## src/rtl/abc_pattern_driver.sv

```systemverilog
// abc_pattern_driver: exhaustive A/B/C sweep with dwell and D/E capture.
// Build option: ABC_PATTERN_DRIVER_LOOP_EN keeps sweeping while start is held.
module abc_pattern_driver #(
  parameter int unsigned DWELL = 5
) (
  input  logic        clk,
  input  logic        rst_n,
  input  logic        start,
  input  logic        D,
  input  logic        E,
  output logic        A,
  output logic        B,
  output logic        C,
  output logic [2:0]  idx,
  output logic        busy,
  output logic        done,
  output logic [15:0] resp
);

  typedef enum logic [1:0] {
    S_IDLE,
    S_DRIVE,
    S_DONE
  } state_t;

  localparam logic [7:0] LAST = 8'(DWELL - 1);

  state_t      r_state;
  state_t      w_nxt_state;
  logic [7:0]  r_cnt;
  logic [7:0]  w_nxt_cnt;
  logic [2:0]  r_idx;
  logic [2:0]  w_nxt_idx;
  logic        r_busy;
  logic        w_nxt_busy;
  logic        r_done;
  logic        w_nxt_done;
  logic [15:0] r_resp;
  logic [15:0] w_nxt_resp;

  logic        w_last;
  logic        w_end;
  logic        w_wrap;

  assign w_last = (r_cnt == LAST);
  assign w_end  = w_last && (r_idx == 3'd7);

`ifdef ABC_PATTERN_DRIVER_LOOP_EN
  assign w_wrap = w_end && start;
`else
  assign w_wrap = 1'b0;
`endif

  always_ff @(posedge clk or negedge rst_n) begin
    if (!rst_n) begin
      r_state <= S_IDLE;
      r_cnt   <= '0;
      r_idx   <= '0;
      r_busy  <= 1'b0;
      r_done  <= 1'b0;
      r_resp  <= '0;
    end else begin
      r_state <= w_nxt_state;
      r_cnt   <= w_nxt_cnt;
      r_idx   <= w_nxt_idx;
      r_busy  <= w_nxt_busy;
      r_done  <= w_nxt_done;
      r_resp  <= w_nxt_resp;
    end
  end

  always_comb begin
    w_nxt_state = r_state;
    unique case (r_state)
      S_IDLE: begin
        if (start) w_nxt_state = S_DRIVE;
      end
      S_DRIVE: begin
        if (w_end && !w_wrap) w_nxt_state = S_DONE;
      end
      S_DONE: begin
        w_nxt_state = S_IDLE;
      end
      default: begin
        w_nxt_state = S_IDLE;
      end
    endcase
  end

  // Next values for the registered outputs; D/E only reach resp via a flop.
  always_comb begin
    w_nxt_cnt  = r_cnt;
    w_nxt_idx  = r_idx;
    w_nxt_busy = r_busy;
    w_nxt_done = r_done;
    w_nxt_resp = r_resp;
    unique case (r_state)
      S_IDLE: begin
        if (start) begin
          w_nxt_cnt  = '0;
          w_nxt_idx  = '0;
          w_nxt_busy = 1'b1;
          w_nxt_done = 1'b0;
          w_nxt_resp = '0;
        end
      end
      S_DRIVE: begin
        w_nxt_busy = 1'b1;
        w_nxt_done = w_wrap;
        if (w_last) begin
          w_nxt_cnt = '0;
          w_nxt_resp[{r_idx, 1'b0} +: 2] = {D, E};
          if (r_idx != 3'd7) begin
            w_nxt_idx = r_idx + 3'd1;
          end else if (w_wrap) begin
            w_nxt_idx = '0;
          end else begin
            w_nxt_idx  = '0;
            w_nxt_busy = 1'b0;
            w_nxt_done = 1'b1;
          end
        end else begin
          w_nxt_cnt = r_cnt + 8'd1;
        end
      end
      S_DONE: begin
        w_nxt_idx  = '0;
        w_nxt_busy = 1'b0;
        w_nxt_done = 1'b1;
      end
      default: begin
        w_nxt_cnt  = '0;
        w_nxt_idx  = '0;
        w_nxt_busy = 1'b0;
        w_nxt_done = 1'b0;
      end
    endcase
  end

  assign {A, B, C} = r_idx;
  assign idx       = r_idx;
  assign busy      = r_busy;
  assign done      = r_done;
  assign resp      = r_resp;

endmodule
```

## config.mk

```make
export PLATFORM = sky130hd
export DESIGN_NAME = abc_pattern_driver
export DESIGN_NICKNAME = d
export VERILOG_FILES = /design/src/rtl/abc_pattern_driver.sv
export SDC_FILE = /design/constraint.sdc
export NUM_CORES = 1
export LEC_CHECK = 0
export ABC_AREA = 0
export CAP_MARGIN = 25
export CELL_PAD_IN_SITES_DETAIL_PLACEMENT = 1
export CELL_PAD_IN_SITES_GLOBAL_PLACEMENT = 1
export CORE_UTILIZATION = 30
export DETAILED_ROUTE_END_ITERATION = 12
export PLACE_DENSITY = 0.7
export SYNTH_ARGS = -nofsm -noshare
export SYNTH_HDL_FRONTEND = slang
export SYNTH_SLANG_ARGS = --single-unit
```

## constraint.sdc

```tcl
create_clock -name clk -period 2 [get_ports clk]
set_input_delay 0.2 -clock clk [delete_from_list [all_inputs] [get_ports clk]]
set_output_delay 0.2 -clock clk [all_outputs]
set_load 0.01 [all_outputs]
```

==> results by group <==
Run status
  • Status: finished, final reports clean

Clocking
  • Cts hold-fix bufs: 0
  • Clock-pin slew on the worst setup and hold paths: 70 ps
  • Clock Tree Buf Depth: 2
  • H-tree levels: 2
  • CTS Buf Count: 5
  • Root buffer selected by CTS: clkbuf_8
  • Setup Buffers After CTS: 0
  • Skew-Pair Late Insertion Delay: 290 ps
  • CTS tree: yes
  • Clk sink count: 31

Layout
  • Share of layout cells above drive strength 1: 24.2%
  • Nets@finish: 276
  • Area grow syn2layout: 38.6%
  • Ant diodes: 0
  • Fillers: 697
  • Post-route cell area: 0.00267 mm^2

STA
  • Final hold viol count: 0
  • Clock Skews: 2.07 ps
  • F_max: 516 MHz
  • Fin crit share: 96.9%
  • WHS: 321 ps
  • Slew Viols, Final: 0
  • Worst Tran Pin Value: 434 ps
  • Clock period minus worst slack: 1940 ps
  • Setup TNS: 0 ps
  • Slew HR: 71.1%
  • Count of final setup violators: 0

Logic synthesis
  • Post-synthesis cell area: 0.00193 mm^2
  • Cell variety after synth: 50
  • FF+latch count, synth: 31
  • Ranking of synthesized cells by area: dfrtp_1, ha_1, o21ai_0, nand2_1, nand3_1
  • Synth async-reset ratio: 100%
  • Syn Area/Cell: 9.45 um^2
  • Most instantiated cells after synthesis: dfrtp_1, nand2_1, o21ai_0
  • Net count after synthesis: 221
  • Synth Warn #: 0
  • Post-synth top area cell: dfrtp_1
  • Most frequent cell after synthesis: dfrtp_1
  • Synth top area share: 40.2%
  • Post-synthesis sequential area ratio: 40.2%
  • Synth Instances: 204
  • Most used DFF post-synth: dfrtp_1
  • Post-synth EDFFs: 0

Setup path
  • Critical path, cell by cell: inv_1 > ha_2 > nor2b_1 > or4_4 > nor3_2 > buf_4 > a31o_2
  • Worst-path maximum fanout: 4
  • Worst setup path class: register to register
  • Crit path launch type: register
  • Crit path largest cell delay: 480 ps
  • Reg2reg setup slack: 60 ps
  • Crit end category: register
  • Worst path required time: 2230 ps
  • Worst EP arrival: 2170 ps
  • Crit-path slowest cell: or4_4

Global routing
  • Antenna violations before repair: 0
  • Total GRT Usage: 18.7%
  • Global-route wire length before repair: 9110 um
  • Vias in the first global route: 1793
  • Pin count of the biggest net entering global routing: 32
  • Grt ovf: 0

Floorplanning
  • # rows: 28
  • Starting Density: 31.8%
  • Die width: 82.2 um
  • I/O pins: 29
  • Die Y: 82.2 um
  • Placeable Area: 0.00606 mm^2
  • Die area: 0.00675 mm^2

Place
  • Post-DP HPWL: 4170 um
  • Post-Place Cell Area: 0.00248 mm^2
  • Routability cong.: 0.855
  • Port Buf Inserts: 28

Run
  • Total of max-cap violations: 0

Route
  • WL final: 5760 um
  • DRC Markers: 0
  • Wire length per cell: 17.2 um
  • Starting DRC count in detailed routing: 90
  • Post-DRT Antenna Nets: 0
  • Via-to-Cell Ratio: 5.35
  • Total number of vias: 1791
  • Drt first pass iters: 4

Pwr
  • Final Power: 2.88 mW
  • Static Leakage: 1.16 nW
  • Max VDD drop: 0.346 mV
  • Pwr dens: 1080 mW/mm^2

Min path
  • HP Class: input pin to async pin
## layer usage
layer / global-route usage (%) / wire length (um) / vias to the layer above
li1: - / - / 867
met1: 25.3 / 2870 / 886
met2: 29.2 / 2660 / 31
met3: 3.74 / 136 / 7
met4: 7.19 / 87 / 0
met5: 0 / 0 / -
## cell type report
type | count | area [um^2] | area share, %
Multi-Input combinational cell | 153 | 1160 | 43.3
Tap cell | 75 | 93.8 | 3.51
Sequential cell | 31 | 778 | 29.1
Clock buffer | 8 | 100 | 3.75
Timing Repair Buffer | 58 | 505 | 18.9
Inverter | 10 | 37.5 | 1.40
## stage by stage
step,cells,utilization [%],setup slack (ps)
after floorplan,204,-,-11.3
after global placement,327,40.9,-14.5
after detailed placement,327,40.9,-106
after CTS,335,42.8,8.30
after global routing,335,44.1,-15.3
final,335,44.1,61.7
## registers in the layout (all words and copies together) (netlist names)
register and flops:
r_state 2, r_cnt 8, resp 16, done 1, busy 1, idx 3
## kinds of logic after synthesis
logic type / after synthesis / synth area share (%)
simple gates: 78 / 23.4
compound gates: 60 / 22.3
flops: 31 / 40.2
buf+inv: 20 / 4.74
fa+ha+maj: 12 / 7.79
mux: 3 / 1.56
## layout by cell type, fill, tap and decap left out, types with 6 or more instances in the layout
master,instances
nor2_1,11
ha_1,9
nand3_1,11
dfrtp_1,29
clkdlybuf4s50_1,28
o21ai_0,13
buf_4,30
clkbuf_8,7
nand2b_1,6
nand2_1,17
inv_1,10
a21o_1,7
## where the power goes
part	switching [mW]	internal, mW
registers	0.0622	0.712
logic	0.849	0.697
clock network	0.243	0.314
## final timing paths
check / start / to / cells after the start
worst max-delay path: r_state[0] / resp[6] / 7
worst min-delay path: rst_n / r_cnt[7] / 2
worst max register to register: r_state[0] / resp[6] / 7
worst min register to register: resp[5] / resp[5] / 1
max in group asynchronous: rst_n / idx[1] / 2
min in group clk: resp[5] / resp[5] / 1
## timing repair
action | in CTS | in global routing
endpoints found under the setup margin | 8 | 16
pin swaps | 0 | 1
gates resized for setup | 6 | 14
## critical path: cells and delay by family (launching register included)
kind / cells / cell delay (ps)
compound gates: 1 / 150
simple gates: 3 / 840
buf+inv: 2 / 240
fa+ha+maj: 1 / 230
flops: 1 / 420
Power figures use the tool's default switching activity.
